==> src/rtl/fifo_stream_reader.sv <==
// Drains an upstream FIFO with registered read data into a valid/ready stream through a 2-entry skid buffer.
// Optional macro FIFO_STREAM_READER_CNT_EN adds a 16-bit popped-word counter output (word_count).
module fifo_stream_reader #(
  parameter int WIDTH = 8
) (
  input  logic             clk,
  input  logic             rst,
  input  logic             fifo_empty,
  input  logic [WIDTH-1:0] fifo_dout,
  output logic             fifo_rd_en,
  output logic             m_valid,
  input  logic             m_ready,
  output logic [WIDTH-1:0] m_data
`ifdef FIFO_STREAM_READER_CNT_EN
  ,
  output logic [15:0]      word_count
`endif
);

  typedef enum logic [1:0] {
    OCC_EMPTY = 2'd0,
    OCC_ONE   = 2'd1,
    OCC_TWO   = 2'd2
  } occ_e;

  occ_e                  occ_q, occ_d;
  logic                  head_q, head_d;
  logic                  tail_q, tail_d;
  logic                  inflight_q, inflight_d;
  logic [1:0][WIDTH-1:0] mem_q, mem_d;
  logic [WIDTH-1:0]      m_data_q, m_data_d;
  logic                  m_valid_q, m_valid_d;
  logic                  pop_s;
  logic                  capture_s;
  logic [2:0]            pending_s;

  assign pop_s     = m_valid_q && m_ready;
  assign capture_s = inflight_q;

  // Words already owned (buffered or in flight) after this cycle's pop; a new read is safe below 2.
  assign pending_s  = {1'b0, occ_q} + {2'b00, inflight_q} - {2'b00, pop_s};
  assign fifo_rd_en = !rst && !fifo_empty && (pending_s < 3'd2);

  always_comb begin
    occ_d      = occ_q;
    head_d     = head_q;
    tail_d     = tail_q;
    mem_d      = mem_q;
    inflight_d = fifo_rd_en;

    if (capture_s) begin
      mem_d[tail_q] = fifo_dout;
      tail_d        = ~tail_q;
    end else begin
      tail_d = tail_q;
    end

    if (pop_s) begin
      head_d = ~head_q;
    end else begin
      head_d = head_q;
    end

    case ({capture_s, pop_s})
      2'b10:   occ_d = (occ_q == OCC_EMPTY) ? OCC_ONE : OCC_TWO;
      2'b01:   occ_d = (occ_q == OCC_TWO) ? OCC_ONE : OCC_EMPTY;
      2'b11:   occ_d = occ_q;
      default: occ_d = occ_q;
    endcase

    // Output registers are loaded with the post-update head so m_data never passes through a mux.
    m_valid_d = (occ_d != OCC_EMPTY);
    m_data_d  = mem_d[head_d];
  end

  always_ff @(posedge clk or posedge rst) begin
    if (rst) begin
      occ_q      <= OCC_EMPTY;
      head_q     <= 1'b0;
      tail_q     <= 1'b0;
      inflight_q <= 1'b0;
      mem_q      <= '0;
      m_data_q   <= '0;
      m_valid_q  <= 1'b0;
    end else begin
      occ_q      <= occ_d;
      head_q     <= head_d;
      tail_q     <= tail_d;
      inflight_q <= inflight_d;
      mem_q      <= mem_d;
      m_data_q   <= m_data_d;
      m_valid_q  <= m_valid_d;
    end
  end

  assign m_valid = m_valid_q;
  assign m_data  = m_data_q;

`ifdef FIFO_STREAM_READER_CNT_EN
  logic [15:0] word_count_q;

  always_ff @(posedge clk or posedge rst) begin
    if (rst) begin
      word_count_q <= 16'd0;
    end else if (pop_s) begin
      word_count_q <= word_count_q + 16'd1;
    end else begin
      word_count_q <= word_count_q;
    end
  end

  assign word_count = word_count_q;
`endif

endmodule

==> config.mk <==
export PLATFORM = sky130hd
export DESIGN_NAME = fifo_stream_reader
export DESIGN_NICKNAME = d
export VERILOG_FILES = /design/src/rtl/fifo_stream_reader.sv
export SDC_FILE = /design/constraint.sdc
export NUM_CORES = 1
export LEC_CHECK = 0
export BUFFER_PORTS_ARGS = -buffer_cell sky130_fd_sc_hd__buf_2
export CAP_MARGIN = 10
export CORE_ASPECT_RATIO = 0.7
export CORE_MARGIN = 8
export CORE_UTILIZATION = 58
export CTS_CLUSTER_DIAMETER = 30
export DETAILED_ROUTE_END_ITERATION = 8
export PLACE_DENSITY = 0.82
export SYNTH_ARGS = -nofsm -noshare
export SYNTH_HDL_FRONTEND = slang
export SYNTH_SLANG_ARGS = --single-unit
==> constraint.sdc <==
create_clock -name clk -period 6.4 [get_ports clk]
set_clock_uncertainty 0.1 [all_clocks]
set_input_delay 1.28 -clock clk [delete_from_list [all_inputs] [get_ports clk]]
set_output_delay 1.28 -clock clk [all_outputs]
set_load 0.01 [all_outputs]
==> impl_metrics.toml <==
[cts]
cts_htree_levels = 2
clkTransAtPathRegs_ns = 0.09
worstSkewPairLatency_ns = 0.32
numClockSinks = 30
cts_root_buf = "clkbuf_4"
cts_buffers = 5
ctsResizeCount = 0
cts_tree = "done"
clockBufferDepth = 2
cts_hold_buf = 0
post-cts-setup-buffers = 0

[critical_path]
r2r-start = "m_valid"
required_ns = 5.02
startpoint_type = "input port"
critPathKind = "input port to primary output"
timing.critical_path.to = "fifo_rd_en"
reg2reg_slack_ns = 4.14
r2r-end = "capture_s"
end_kind = "primary output"
r2r_cells = 6
crit_arrival_ns = 3.21
crit_fanout = 6
startpoint = "m_ready"

[global_route]
grt-ovfl-total = 0
grt_pass1_vias = 819
antenna_found_initial = 0
grt_pass1_wl_um = 3760
track_usage_pct = 12.3
grt_max_degree = 31

[floorplan]
core_area_um2 = 2150
rows = 14
fp.dieW_um = 73.0
start_util_pct = 61.3
ios = 22
dieArea_um2 = 4090
fp.dieH_um = 55.9

[routing]
routed_via_density = 5.22
drtAntennaViolNets = 0
routed-via-count = 768
first_pass_iters = 4
drc = 0
wl_per_cell_um = 15.9
first_iter_violations = 37
wl_um = 2340

[cells_and_area]
num_antenna_cells = 0
final_common_cell = "dfrtp_1"
layout_common_cells = "dfrtp_1 (30), mux2_2 (24), buf_2 (21)"
fill_cells = 143
nNetsFinal = 128
drive_gt1_share_pct = 55.7
area_growth_syn_to_layout_pct = 17.2
final_core_util_pct = 71.9

[timing]
rsz0062_at_grt = "no"
tightest_slew_ns = 0.455
period_share_pct = 71.8
slew_violations = 0
fmax_ghz = 0.218
finalSetupViolations = 0
tns_ns = 0
max_slew_margin_pct = 69.2
fin_crit_ns = 4.59
hold_viol = 0

[pwr]
power_density_nw_per_um2 = 509
total_leakage_power_nw = 0.738
finalPower_mw = 0.789
vdd_drop_max_uv = 265

[logic_synthesis]
ys_seq_area_share_pct = 56.8
synth_cell_types = 20
ys_warn_count = 0
synthCells = 86
synth_area_um2 = 1320
syn-mean-instance-area_um2 = 15.4
yosysTopAreaCell = "dfrtp_1"
ys_seq_elements = 30
synth_area_leaders = "dfrtp_1 (57%), mux2_2 (20%), mux2_4 (9.1%)"
yosysTopAreaCellShare_pct = 56.8
syn_nets = 100

[placement]
io_buffer_count = 21
dpl.hpwl_um = 1630
place_congestion = 0.694

[run_status]
status = "finished clean"

[run]
cap_violations = 0

[hold_path]
min_path_type = "flop to flop"
hold_depth = 1
synth_stat cells:
cell and instances:
buf_2 1, mux2i_1 1, xnor2_4 1, ha_1 1, mux2_2 24, nor2_1 2, nor3_1 1, nand3_1 1
mux2_4 8, nor4b_1 1, xor2_1 2, fa_1 1, dfrtp_1 30, or2_2 1, inv_1 2, nand2_2 1
a21oi_1 1, o21ai_0 2, nand2_1 2, nand2b_1 3
critical path: stages:
cell and delay (ns):
buf_2 0.08, nand2_2 0.10, ha_1 0.35, nand2b_1 0.19, fa_1 0.40, xor2_1 0.16, nor4b_1 0.42, buf_2 0.23
metrics by stage:
step                setup WS [ns]  instances  area, um^2  hold WS (ns)
finish                       1.81        147        1550         0.405
detailed placement           1.97        138        1460         0.382
global placement             2.02        138        1460         0.367
floorplan                    2.12         86        1320         0.352
global route                 1.78        147        1550         0.418
CTS                          1.97        146        1520         0.399
layer usage:
layer / track usage [%] / up-vias / share of wire, %
li1: - / 362 / -
met1: 12.9 / 380 / 42
met2: 19.7 / 19 / 49
met3: 5.76 / 7 / 6.7
met4: 7.10 / 0 / 2.0
met5: 0 / - / 0
worst min-delay path by stage:
| stage | start | endpoint |
|---|---|---|
| 2_1_floorplan | tail_q | tail_q |
| 3_3_place_gp | tail_q | tail_q |
| 3_5_place_dp | tail_q | tail_q |
| 4_1_cts | tail_q | tail_q |
| 5_1_grt | mem_q[2] | mem_q[2] |
| 6_report | mem_q[14] | mem_q[14] |
cell type report:
cell class	instances	area, um^2	share of cell area (%)
Clock buffer	7	55.1	3.55
Clock inverter	1	5.00	0.323
Inverter	2	7.51	0.485
Multi-Input combinational cell	53	558	36.0
Sequential cell	30	751	48.5
Tap cell	32	40.0	2.58
Timing Repair Buffer	22	133	8.56
power breakdown:
part | switching [mW] | leakage, nW | internal [mW] | total [mW]
combinational | 0.130 | 0.346 | 0.209 | 0.340
sequential | 0.0484 | 0.357 | 0.285 | 0.333
clock | 0.0628 | 0.0353 | 0.0532 | 0.116
total | 0.242 | 0.738 | 0.547 | 0.789
kinds of logic (layout without fill, tap and decap cells):
family,Yosys count,after routing,share of synthesized area [%]
mux,33,33,30.3
flops,30,30,56.8
compound gates,3,3,1.14
simple gates,12,12,4.92
xor+xnor,3,3,3.41
buf+inv,3,32,0.947
fa+ha+maj,2,2,2.46
flip-flops by register name (all words and copies together), names as in the netlist:
name,cells
mem_q,16
m_data,8
occ_q,2
capture_s,1
head_q,1
m_valid,1
tail_q,1
Power figures use the tool's default switching activity.
